===== config.mk =====
export PLATFORM = sky130hd
export DESIGN_NAME = serial_demux_ctrl_flat
export DESIGN_NICKNAME = d
export VERILOG_FILES = /design/src/rtl/sdc_pkg.sv /design/src/rtl/serial_demux_ctrl_if.sv /design/src/rtl/serial_demux_ctrl.sv /design/src/flat_wrapper.sv
export SDC_FILE = /design/constraint.sdc
export NUM_CORES = 1
export LEC_CHECK = 0
export ABC_AREA = 0
export CAP_MARGIN = 30
export CORE_AREA = 4 4 41 43
export CTS_CLUSTER_SIZE = 30
export DETAILED_ROUTE_END_ITERATION = 12
export DIE_AREA = 0 0 45 47
export HOLD_SLACK_MARGIN = 0.12
export PLACE_DENSITY_LB_ADDON = 0.1
export SLEW_MARGIN = 0
export SYNTH_ARGS = -nofsm -noshare
export SYNTH_HDL_FRONTEND = slang
export SYNTH_SLANG_ARGS = --single-unit

===== constraint.sdc =====
create_clock -name clk -period 2.1 [get_ports clk]
set_clock_uncertainty 0.05 [all_clocks]
set_input_delay 0.42 -clock clk [delete_from_list [all_inputs] [get_ports clk]]
set_output_delay 0.42 -clock clk [all_outputs]
set_load 0.005 [all_outputs]

===== src/rtl/sdc_pkg.sv =====
// Shared types and defaults for the serial demux control FSM.
// State encoding is fixed so the datapath and debug tooling can decode it.
package sdc_pkg;

   localparam int PORT_BITS_DEF = 2;
   localparam int LEN_BITS_DEF  = 4;

   typedef enum logic [2:0] {
      ST_IDLE = 3'd0,
      ST_PORT = 3'd1,
      ST_LEN  = 3'd2,
      ST_LOAD = 3'd3,
      ST_DATA = 3'd4
   } sdc_state_e;

   typedef struct packed {
      logic sh_en;
      logic cnt1;
      logic sh_en_d;
      logic cnt2;
      logic ld_cnt_d;
      logic cnt_d;
      logic data_valid;
      logic done;
   } sdc_strobes_t;

   // Enabled slots in one frame: start, port, length, turnaround, payload, stop.
   function automatic int frame_slots(input int port_bits, input int len_bits, input int n);
      return 1 + port_bits + len_bits + 1 + n + 1;
   endfunction

endpackage


===== src/rtl/serial_demux_ctrl_if.sv =====
// Handshake bundle between the control FSM (master) and the demux datapath (slave).
// The err line exists only when SDC_ERR_EN is defined.
interface serial_demux_ctrl_if;

   logic clkEn;
   logic serIn;
   logic co1;
   logic co2;
   logic coD;
   logic shEn;
   logic cnt1;
   logic shEnD;
   logic cnt2;
   logic ldCntD;
   logic cntD;
   logic dataValid;
   logic Done;
`ifdef SDC_ERR_EN
   logic err;
`endif

   modport master (
      input  clkEn, serIn, co1, co2, coD,
      output shEn, cnt1, shEnD, cnt2, ldCntD, cntD, dataValid, Done
`ifdef SDC_ERR_EN
      , output err
`endif
   );

   modport slave (
      output clkEn, serIn, co1, co2, coD,
      input  shEn, cnt1, shEnD, cnt2, ldCntD, cntD, dataValid, Done
`ifdef SDC_ERR_EN
      , input err
`endif
   );

endinterface


===== src/rtl/serial_demux_ctrl.sv =====
// Control FSM sequencing the serial-to-port demux datapath one bit slot per clkEn.
// Define SDC_ERR_EN to add the stop-bit error output (err).
module serial_demux_ctrl
   import sdc_pkg::*;
#(
   parameter int PORT_BITS = PORT_BITS_DEF,
   parameter int LEN_BITS  = LEN_BITS_DEF
) (
   input  logic                 clk,
   input  logic                 rst,
   serial_demux_ctrl_if.master  bus
);

   // Field widths live in the datapath counters; reject degenerate configurations.
   if (PORT_BITS < 1 || LEN_BITS < 1) begin : g_param_check
      $error("serial_demux_ctrl: PORT_BITS and LEN_BITS must be at least 1");
   end

   sdc_state_e   state_q;
   sdc_state_e   state_d;
   sdc_strobes_t strb;

   always_ff @(posedge clk or negedge rst) begin
      if (!rst) begin
         state_q <= ST_IDLE;
      end else begin
         state_q <= state_d;
      end
   end

   // Strobes depend only on state (and coD in DATA); clkEn gates only the advance.
   always_comb begin
      state_d = state_q;
      strb    = '0;
      case (state_q)
         ST_IDLE: begin
            if (bus.clkEn && !bus.serIn) begin
               state_d = ST_PORT;
            end
         end
         ST_PORT: begin
            strb.sh_en = 1'b1;
            strb.cnt1  = 1'b1;
            if (bus.clkEn && bus.co1) begin
               state_d = ST_LEN;
            end
         end
         ST_LEN: begin
            strb.sh_en_d = 1'b1;
            strb.cnt2    = 1'b1;
            if (bus.clkEn && bus.co2) begin
               state_d = ST_LOAD;
            end
         end
         ST_LOAD: begin
            strb.ld_cnt_d = 1'b1;
            if (bus.clkEn) begin
               state_d = ST_DATA;
            end
         end
         ST_DATA: begin
            // coD=1 marks the stop slot; a low bit here is never taken as a new start.
            if (bus.coD) begin
               strb.done = 1'b1;
               if (bus.clkEn) begin
                  state_d = ST_IDLE;
               end
            end else begin
               strb.cnt_d      = 1'b1;
               strb.data_valid = 1'b1;
            end
         end
         default: begin
            state_d = ST_IDLE;
         end
      endcase
   end

   assign bus.shEn      = strb.sh_en;
   assign bus.cnt1      = strb.cnt1;
   assign bus.shEnD     = strb.sh_en_d;
   assign bus.cnt2      = strb.cnt2;
   assign bus.ldCntD    = strb.ld_cnt_d;
   assign bus.cntD      = strb.cnt_d;
   assign bus.dataValid = strb.data_valid;
   assign bus.Done      = strb.done;

`ifdef SDC_ERR_EN
   // Stop bit must be high; err tracks Done exactly so it needs no state of its own.
   assign bus.err = strb.done & ~bus.serIn;
`endif

endmodule


===== src/flat_wrapper.sv =====
// flat-port wrapper written by rule: the top's interface ports become plain ports
module serial_demux_ctrl_flat import sdc_pkg::*;
#(
   parameter int PORT_BITS = PORT_BITS_DEF,
   parameter int LEN_BITS  = LEN_BITS_DEF
)
  (clk, rst, bus_clkEn, bus_serIn, bus_co1, bus_co2, bus_coD, bus_shEn, bus_cnt1, bus_shEnD, bus_cnt2, bus_ldCntD, bus_cntD, bus_dataValid, bus_Done);
  serial_demux_ctrl_if bus_i ();
  input  logic clk;
  input  logic rst;
  input wire logic [$bits(bus_i.clkEn)-1:0] bus_clkEn;
  input wire logic [$bits(bus_i.serIn)-1:0] bus_serIn;
  input wire logic [$bits(bus_i.co1)-1:0] bus_co1;
  input wire logic [$bits(bus_i.co2)-1:0] bus_co2;
  input wire logic [$bits(bus_i.coD)-1:0] bus_coD;
  output wire logic [$bits(bus_i.shEn)-1:0] bus_shEn;
  output wire logic [$bits(bus_i.cnt1)-1:0] bus_cnt1;
  output wire logic [$bits(bus_i.shEnD)-1:0] bus_shEnD;
  output wire logic [$bits(bus_i.cnt2)-1:0] bus_cnt2;
  output wire logic [$bits(bus_i.ldCntD)-1:0] bus_ldCntD;
  output wire logic [$bits(bus_i.cntD)-1:0] bus_cntD;
  output wire logic [$bits(bus_i.dataValid)-1:0] bus_dataValid;
  output wire logic [$bits(bus_i.Done)-1:0] bus_Done;
  assign bus_i.clkEn = bus_clkEn;
  assign bus_i.serIn = bus_serIn;
  assign bus_i.co1 = bus_co1;
  assign bus_i.co2 = bus_co2;
  assign bus_i.coD = bus_coD;
  assign bus_shEn = bus_i.shEn;
  assign bus_cnt1 = bus_i.cnt1;
  assign bus_shEnD = bus_i.shEnD;
  assign bus_cnt2 = bus_i.cnt2;
  assign bus_ldCntD = bus_i.ldCntD;
  assign bus_cntD = bus_i.cntD;
  assign bus_dataValid = bus_i.dataValid;
  assign bus_Done = bus_i.Done;
  serial_demux_ctrl #(.PORT_BITS(PORT_BITS), .LEN_BITS(LEN_BITS)) u_core (.clk(clk), .rst(rst), .bus(bus_i));
endmodule

==> Word level (Yosys, flattened, before mapping) <==
Index checks and enable logic that the tools add are counted.
{ "totals": {"mem_count": 0, "input_bits": 7, "elab_cells": 30, "ram_bits": 0, "out_inout_bits": 8, "register_bits": 3, "latch_bits": 0, "rom_bits": 0} }
{ "op_classes": {"n_reduce_logical": 6, "muxes": 13, "addsub": 0, "n_lt_le_gt_ge": 0, "n_eq_ne": 10, "mul": 0, "div": 0, "bitwise_logic": 0, "n_shift": 0} }
{ "ops": {"columns": ["op", "count"], "rows": [
  ["$mux W3", 7],
  ["$pmux W3 S5", 1],
  ["$eq A3 B2 Y1 const B", 2],
  ["$mux W2", 3],
  ["$ne A2 B1 Y1 const B", 3],
  ["$ne A2 B2 Y1 const B", 3],
  ["$reduce_and A6 Y1", 1],
  ["$eq A3 B1 Y1 const B", 1],
  ["$eq A3 B3 Y1 const B", 1],
  ["$logic_and A1 B1 Y1", 3],
  ["$logic_not A3 Y1", 1],
  ["$mux W1", 2],
  ["$logic_not A1 Y1", 1]
]} }

==> Depth between registers and ports, before layout <==
{ "logic_depth": {"depth_word": 4, "ltp_mapped": 3, "depth_no_buf": 2} }

==> Worst setup path after synthesis <==
OpenSTA, ideal clock, no wires.
{ "synth_timing": {"kind": "reg2out", "from": "register u_core.state_q[0]", "to": "output bus_dataValid", "required_time_ps": 1630, "path_stages_with_launch": 4, "t_arrival_ps": 1148, "path_slack_ps": 482, "n_path_buf": 2, "cell_sequence": "dfrtp_1 clkbuf_1 nor4b_1 buf_4"} }
{ "synth_via": {"elab_chain_cells": 2} }
{ "synth_rtl": {"columns": ["element", "line_no", "text"], "rows": [
  ["from (decl)", "serial_demux_ctrl.sv:19", "sdc_state_e state_q;"],
  ["from (signal assigned)", "serial_demux_ctrl.sv:27", "state_q <= state_d;"],
  ["$eq A3 B3 Y1", "serial_demux_ctrl.sv:35", "case (state_q)"],
  ["$mux W3", "serial_demux_ctrl.sv:35", null],
  ["to (decl)", "flat_wrapper.sv:22", "output wire logic [$bits(bus_i.dataValid)-1:0] bus_dataValid;"]
]} }
No other way between the ends.

==> Worst setup path in the final report <==
{ "layout_timing": {"from": "register u_core.state_q[2]", "to": "output bus_cnt2"} }
{ "layout_via": {"elab_chain_cells": 2} }
{ "layout_rtl": {"columns": ["element", "line_no", "text"], "rows": [
  ["$eq A3 B2 Y1", "serial_demux_ctrl.sv:35", null],
  ["$mux W2", "serial_demux_ctrl.sv:35", null],
  ["to (decl)", "flat_wrapper.sv:19", "output wire logic [$bits(bus_i.cnt2)-1:0] bus_cnt2;"]
]} }
No other way between the ends.

==> metrics.md <==
| Metric | Value |
|---|---|
| Sw Ratio | `33.5%` |
| Crit path cell chain | `nor3b_1 > clkdlybuf4s50_1` |
| Iter 0 DRT Violations | `1` |
| Die X | `between 40 and 50 µm` |
| Synth Area in Simple Gates | `around 41%` |
| Pwr dens | `1150 nW/µm²` |
| Setup violators final | `0` |
| Fin worst setup slack | `0.0999 ns` |
| WL final | `654 µm` |
| DIE AREA | `2120 µm²` |
| Slowest cell delay on critical path | `0.55 ns` |
| CTS tree | `yes` |
| Sink Count | `3` |
| CP Data Arrival Time | `around 1.5 ns` |
| First-pass GRT wire length | `1080 µm` |
| Final hold viol count | `0` |
| Placement Rows | `13` |
| Internal | `327 µW` |
| Detailed-router iteration count before antenna repair | `2` |
| Via density | `4.55` |
| Fin. max-slew vios | `0` |
| Psw | `165 µW` |
| Synth top area share | `30.3%` |
| Seq/Total Area, Yosys | `30.3%` |
| Largest register FFs | `3` |
| Clock root cell | `clkbuf_4` |
| Seq cells post-synth | `3` |
| Layout area overhead | `72.2%` |
| Layout net count | `48` |
| CP endpoint kind | `primary output` |
| Crit path max fanout | `9` |
| Number of global-route vias before repair | `about 250` |
| Largest net degree at the start of global routing | `13` |
| Critical path required time | `1.63 ns` |
| Leakage power | `0.180 nW` |
| Crit path launch type | `flop` |
| Worst Tran Pin Value | `around 0.28 ns` |
| Mapped Cells | `25` |
| Post-synthesis mux area share | `0%` |
| Yosys warning count | `0` |
| Post-Syn Nets | `32` |
| Final hold slack | `0.315 ns` |
| Main combinational cell family by area after synthesis | `simple AND/OR/NAND/NOR gates` |
| Cts hold-fix bufs | `0` |
| Core Area | `1300 µm²` |
| Drc violations | `0` |
| Final RePlAce weighted congestion | `0.680` |
| Initial core utilization | `19.0%` |
| Complex-gate fraction of the synthesized area | `16.2%` |
| Tmin final | `about 2 ns` |
| Ports | `15` |
| Top Usage Layer GRT | `met2` |
| Post-synth EDFFs | `0` |
| Post-Synth XOR/XNOR Area | `0%` |
| Top cells by area, synth | `dfrtp_1 30%, buf_4 9.1%, nand4b_1 7.1%` |
| Final period util | `between 90 and 100%` |
| Max-Cap Viols | `0` |
| CTS Buf Count | `3` |
| Biggest regs | `u_core.state_q x3` |
| Met3 track demand over resource | `1.53%` |
| Die H | `around 47 µm` |
| H-tree depth | `1` |
| Max VDD drop | `approximately 0.45 mV` |
| CTS Buffer Depth | `2` |
| Status | `complete, no violations` |
| Asr flop ratio synth | `100%` |
| Crit-path slowest cell | `clkdlybuf4s50_1` |
| Initial antenna violation count | `0` |
| Clock latency on the worst-skew pair | `0.23 ns` |
| Max frequency | `500 MHz` |
| Syn_area_per_cell | `9.91 µm²` |
| Primary FF master, synth | `dfrtp_1` |
| DP Worst Slack | `-0.156 ns` |
| Netlist cell types | `18` |
| Fraction of layout cells with a size suffix above 1 | `roughly 33%` |
| M2 GR Usage | `11.9%` |
| Clock power frac | `20.5%` |
| GRT overflow | `0` |
| Sequential share of power | `29.1%` |
| Kind of critical path | `reg -> out` |
| Port buffer count | `14` |
| Mapped cell area | `248 µm²` |
| Area leader, netlist | `dfrtp_1` |
| RSZ-0062 raised after global routing | `no` |
| Post-Synth Adder-Cell Area | `0%` |
| Post-CTS setup buffer count | `0` |
| HP Class | `in -> async` |
| Worst-path clk slew | `roughly 0.040 ns` |
| N_diodes | `0` |
| Biggest register | `u_core.state_q` |
| Comb pwr share | `50.4%` |
| M1 GR Usage | `8.24%` |
| ANT nets after route | `0` |
| Via count | `250` |
| Routed wire per std cell | `11.9 µm` |
| Max transition margin | `81.4%` |
| Gr usage total | `7.44%` |
[layer usage]
layer  part of all wire [%]  routed length [µm]  vias up
li1                       -                   -      123
met1                     42                 276      118
met2                     50                 327        7
met3                    4.9                  32        2
met4                    2.6                  17        0
met5                      0                   0        -
[worst max-delay path, delay by kind of cell, from the launching register on]
| family | cells | cell delay (ns) |
|---|---|---|
| AND/OR/NAND/NOR | 1 | 0.28 |
| flip-flops | 1 | 0.46 |
| buffers and inverters | 1 | 0.55 |
[worst paths after layout]
check | startpoint | to | slack [ns] | cells past startpoint
worst max-delay path | u_core.state_q[2] | bus_cnt2 | 0.1 | 2
worst min-delay path | rst | u_core.state_q[0] | 0.32 | 1
worst max register to register | u_core.state_q[1] | u_core.state_q[0] | 0.61 | 3
worst min register to register | u_core.state_q[2] | u_core.state_q[1] | 0.56 | 1
max in group asynchronous | rst | u_core.state_q[0] | 1.54 | 1
min in group clk | u_core.state_q[2] | u_core.state_q[1] | 0.56 | 1
[cells in the mapped netlist (all sizes together), types with 2 or more instances]
master,number
nor3b,2
dfrtp,3
nand4b,2
buf,3
clkbuf,2
[cells in the final DEF, fill, tap and decap left out]
cell | synthesis | layout
nor2_1 | 1 | 1
dlygate4sd2_1 | 0 | 3
dfrtp_1 | 3 | 2
and3_1 | 1 | 1
a21oi_1 | 1 | 1
dfrtp_2 | 0 | 1
a31o_2 | 1 | 1
and3b_1 | 1 | 1
or4b_1 | 1 | 1
nor4b_2 | 0 | 1
a41oi_2 | 1 | 1
nor3b_1 | 2 | 1
nand2_1 | 1 | 1
nand4b_1 | 2 | 2
and4b_2 | 1 | 1
clkbuf_1 | 2 | 1
or3b_1 | 1 | 1
nand2b_2 | 1 | 1
a21bo_2 | 1 | 1
clkbuf_4 | 0 | 3
buf_4 | 3 | 2
nor3b_2 | 0 | 1
clkdlybuf4s50_1 | 0 | 11
[cells by family (layout without fill, tap and decap cells)]
kind of cell	count (synthesis)	count (layout)
AOI/OAI and AO/OA	4	4
buffers and inverters	5	20
DFF	3	3
and+or+nand+nor	13	13
[final cells by class]
cell class	instances	area [µm²]
Clock buffer	4	26.3
Fill cell	139	875
Multi-Input combinational cell	17	154
Sequential cell	3	76.3
Tap cell	15	18.8
Timing Repair Buffer	16	151
[power by group through the flow]
| stage | Sequential [mW] | Combinational [mW] | Clock, mW |
|---|---|---|---|
| floorplan | 0.0978 | 0.171 | 0 |
| global placement | 0.134 | 0.249 | 0 |
| detailed placement | 0.137 | 0.251 | 0 |
| CTS | 0.141 | 0.250 | 0.108 |
| global route | 0.153 | 0.271 | 0.107 |
| finish | 0.143 | 0.248 | 0.101 |
[stage by stage]
step / instance area, µm² / TNS (ns) / cells / total power, mW / util (%)
finish: 427 / 0 / 55 / 0.492 / 32.8
global route: 427 / 0 / 55 / 0.531 / 32.8
CTS: 422 / 0 / 55 / 0.499 / 32.4
detailed placement: 392 / -0.326 / 51 / 0.388 / 30.1
global placement: 392 / -0.185 / 51 / 0.383 / 30.1
floorplan: 248 / 0 / 25 / 0.269 / -
[repair_timing]
item / in CTS / in global routing
gates resized for setup: 5 / 1
setup endpoints to repair: 3 / 2
pin swaps: 0 / 0
No activity file was read; power rests on OpenSTA's default activity.
==> edit 1 (config.mk and constraints unchanged) <==
Register the output `bus.cntD`, without a reset; this adds one clock of latency there.
--- a/src/rtl/serial_demux_ctrl.sv
+++ b/src/rtl/serial_demux_ctrl.sv
@@ -81,7 +81,9 @@
    assign bus.shEnD     = strb.sh_en_d;
    assign bus.cnt2      = strb.cnt2;
    assign bus.ldCntD    = strb.ld_cnt_d;
-   assign bus.cntD      = strb.cnt_d;
+   always_ff @(posedge clk) begin
+      bus.cntD <= strb.cnt_d;
+   end
    assign bus.dataValid = strb.data_valid;
    assign bus.Done      = strb.done;
 
Function: changed (a bounded check fails within 10 cycles, from zero or initial values and one cycle with rst low).
==> edit 1 against the unedited design <==
- area after synthesis increased by 8.6%
- sequential cell count increased by 1
- worst hold slack got worse by 0.011 ns
- die area unchanged
- power increased by 2.9%
- first-iteration DRC count unchanged
- worst setup slack got worse by 0.044 ns
- routed wire length increased by 8.0%
- final area increased by 4.1%
- via count increased by 6.8%
- highest routed layer unchanged
==> edit 1: results (changes against the unedited design) <==
Setup crit end bus_Done (was bus_cnt2); worst vdd ir 509 µV (was 450 µV); Int Power 0.340 mW (was 0.327 mW); gp weighted congestion 0.599 (was 0.680); first-pass GRT wire length 1.13 mm (was 1.08 mm); Synth async-reset ratio 75.0% (was 100%); CP Max Fanout 3 (was 9); routed via count 267 (was 250); met2 WL 332 µm (was 327 µm); syn_nets 34 (was 32); GRT met2 Usage 11.3% (was 11.9%); met3 Resource Use GR 6.51% (was 1.53%); Top Registers u_core.state_q x3, u_core.bus.cntD x1 (was u_core.state_q x3); sequential area share after synthesis 35.3% (was 30.3%); clock period minus worst slack 2.04 ns (was 2.00 ns); largest net degree at the start of global routing 14 (was 13); RR Startpoint u_core.state_q[1] (unchanged); P_leak 0.174 nW (was 0.180 nW); Worst Reg-to-Reg Cells 2 (was 3); Synth area leaders dfrtp_1 (28%), dfxtp_1 (7.4%), nand4b_1 (6.5%) (was dfrtp_1 (30%), buf_4 (9.1%), nand4b_1 (7.1%)); M1 WL 280 µm (was 276 µm); Clock transition at path regs 0.04 ns (about the same); router iterations before antenna repair 3 (was 2); status complete, no violations (unchanged); worst setup path startpoint bus_coD (was u_core.state_q[2]); Fill cells 149 (was 139); total track usage 7.83% (was 7.44%); Vias per Instance 4.68 (was 4.55); Slew @ Worst Pin 0.269 ns (was 0.279 ns); Compound-Gate Fraction of Synth Area 14.9% (was 16.2%); FF-to-FF setup slack 0.75 ns (was 0.61 ns); met3 routed WL 76 µm (was 32 µm); pre-CTS setup slack -0.0313 ns (was -0.156 ns); GR Util met1 8.22% (was 8.24%); synth unique cells 19 (was 18); Mapped Cells 27 (was 25); share of cells above drive strength 1 26.2% (was 32.5%); top post-synthesis cells by count clkbuf_1 (3), dfrtp_1 (3) (was buf_4 (3), dfrtp_1 (3), clkbuf_1 (2), nand4b_1 (2), nor3b_1 (2)); placed cell area 417 µm² (was 392 µm²)
edit 1: power by group through the flow:
stage | clock network [mW] | logic (mW) | registers [mW]
6_report | 0.107 | 0.225 | 0.174
5_1_grt | 0.119 | 0.247 | 0.183
4_1_cts | 0.111 | 0.231 | 0.173
3_5_place_dp | 0 | 0.231 | 0.172
3_3_place_gp | 0 | 0.229 | 0.171
2_1_floorplan | 0 | 0.180 | 0.115
edit 1: final cells by class:
type                       instances  area [µm²]  share of cell area (%)
clock buffer                       4        26.3                    5.92
timing repair buffer              16         154                    34.6
tap                               15        18.8                    4.23
sequential                         4        97.6                    22.0
multi-input combinational         18         148                    33.2
edit 1: worst max-delay path, cell delays in order:
cell and delay (ns):
clkdlybuf4s50_1 0.49, and3_1 0.16, clkdlybuf4s50_1 0.50
edit 1: kinds of logic after synthesis:
group	Yosys count
compound gates	4
buf+inv	5
simple gates	14
flops	4
edit 1: what timing repair did:
action                                  4_1_cts  5_1_grt
cloned                                        0        0
endpoints found under the setup margin        3        5
resized for setup                             2        1
==> edit 2 (same settings) <==
Made on the original files. Reset style: synchronous (`rst`), changed in one clocked block.
--- a/src/rtl/serial_demux_ctrl.sv
+++ b/src/rtl/serial_demux_ctrl.sv
@@ -20,7 +20,7 @@
    sdc_state_e   state_d;
    sdc_strobes_t strb;
 
-   always_ff @(posedge clk or negedge rst) begin
+   always_ff @(posedge clk) begin
       if (!rst) begin
          state_q <= ST_IDLE;
       end else begin
Check against the original RTL: differs if rst is asserted again (counterexample within 4 cycles, from zero or initial values and one cycle with rst low); with rst held inactive, the same outputs for 10 cycles.
==> edit 2 against the unedited design <==
- via count down 6.0%
- worst setup slack gained 0.058 ns
- final area is 8.8% lower
- critical path type unchanged
- sequential cell count unchanged
- routed wire length decreased by 6.9%
- first-iteration DRC count stayed put
- area after synthesis fell by 6.1%
- non-clock buffer count down 2
Power is not compared: it rests on default switching activity, and its combinational part moved more than twofold at a synthesized area within 25%.
==> edit 2: results (changes against the unedited design) <==
Nets 51 (was 48); postcts setup bufs 0 (unchanged); Slowest-stage cell, CP clkdlybuf4s50_1 (unchanged); fin worst setup slack 0.157 ns (was 0.0999 ns); Hold Slack 0.479 ns (was 0.315 ns); hold path start u_core.state_q[1]; Routed WL per cell 10.5 µm (was 11.9 µm); router iterations before antenna repair 2 (unchanged); status complete, no violations (unchanged); Worst Path Arrival 1.47 ns (was 1.53 ns); FF-to-FF setup slack 1.22 ns (was 0.61 ns); RR Startpoint u_core.state_q[1] (unchanged); Clock Latency Late Sink 0.23 ns (about the same); synth unique cells 18 (unchanged); largest net degree at the start of global routing 10 (was 13); pre-CTS setup slack 0.0422 ns (was -0.156 ns); drt initial violations 1 (unchanged); syn_nets 36 (was 32); reg2reg end u_core.state_q[0] (unchanged); Synth async-reset ratio 0% (was 100%); Slew HR 83.2% (was 81.4%); Top Registers u_core.state_q x3 (unchanged); sequential area share after synthesis 25.8% (was 30.3%); placed cell area 358 µm² (was 392 µm²); Synth area leaders dfxtp_1 (26%), nand4b_1 (11%), buf_4 (9.7%) (was dfrtp_1 (30%), buf_4 (9.1%), nand4b_1 (7.1%)); Fill cells 150 (was 139); routed via count 235 (was 250); top post-synthesis cells by count nand2_1 (4), buf_4 (3), dfxtp_1 (3), nand4b_1 (3) (was buf_4 (3), dfrtp_1 (3), clkbuf_1 (2), nand4b_1 (2), nor3b_1 (2)); HP Class flip-flop to flip-flop (was input port to asynchronous set/reset pin); gp weighted congestion 0.756 (was 0.680); share of cells above drive strength 1 18.6% (was 32.5%); area delta synth->final 67.2% (was 72.2%); first-pass GRT wire length 1.12 mm (was 1.08 mm); total track usage 7.58% (was 7.44%); Worst Reg-to-Reg Cells 3 (unchanged); vias in the first global route 267 (was 247)
## edit 2: repair_timing
action | in CTS | in global routing
hold buffers | 0 | 0
setup endpoints to repair | 0 | 5
resized for setup | 0 | 3
## edit 2: cell type report
type / count / share of cell area (%)
clock buffers: 4 / 6.75
repair buffers: 14 / 36.7
well taps: 15 / 4.82
multi-input cells: 21 / 34.7
flip-flops and latches: 3 / 16.1
inverters: 1 / 0.965
## edit 2: stage by stage
| step | util (%) | cells |
|---|---|---|
| final | 29.9 | 58 |
| after detailed placement | 27.5 | 54 |
| after CTS | 29.5 | 58 |
| after global routing | 29.9 | 58 |
| after floorplan | - | 29 |
| after global placement | 27.5 | 54 |
## edit 2: kinds of logic (layout without fill, tap and decap cells)
family                 after synthesis  in the layout  synth area share [%]
AND/OR/NAND/NOR                     17             17                  47.9
AO/OA/AOI/OAI                        4              4                  10.2
buffers and inverters                5             19                  16.1
flip-flops                           3              3                  25.8
## edit 2: power by group through the flow
stage / combinational [mW] / sequential, mW / clock (mW)
after floorplan: 0.0161 / 0.0633 / 0
after global placement: 0.0336 / 0.0654 / 0
after detailed placement: 0.0342 / 0.0655 / 0
after CTS: 0.0344 / 0.0646 / 0.106
after global routing: 0.0375 / 0.0658 / 0.115
final: 0.0335 / 0.0651 / 0.0997
## edit 2: metal layers
metal | GRT usage (%) | vias to the layer above | part of all wire [%]
met4 | 5.26 | 0 | 0
li1 | - | 128 | -
met5 | 0 | - | 0
met3 | 3.83 | 0 | 5.4
met2 | 11.0 | 7 | 53
met1 | 8.62 | 100 | 41
## edit 2: worst register-to-register path, stage by stage, from the launching register on
cell      delay, ns
dfxtp_2        0.36
nor2_4         0.14
nand3b_1       0.08
a31oi_1        0.16
## edit 2: worst max path at each step
| stage | startpoint | endpoint | cells after the start |
|---|---|---|---|
| floorplan | u_core.state_q[0] | bus_shEn | 2 |
| global placement | bus_coD | bus_Done | 3 |
| CTS | u_core.state_q[0] | bus_shEn | 2 |
| global route | u_core.state_q[0] | bus_shEn | 2 |
| detailed placement | bus_coD | bus_Done | 3 |
| finish | u_core.state_q[0] | bus_shEn | 2 |
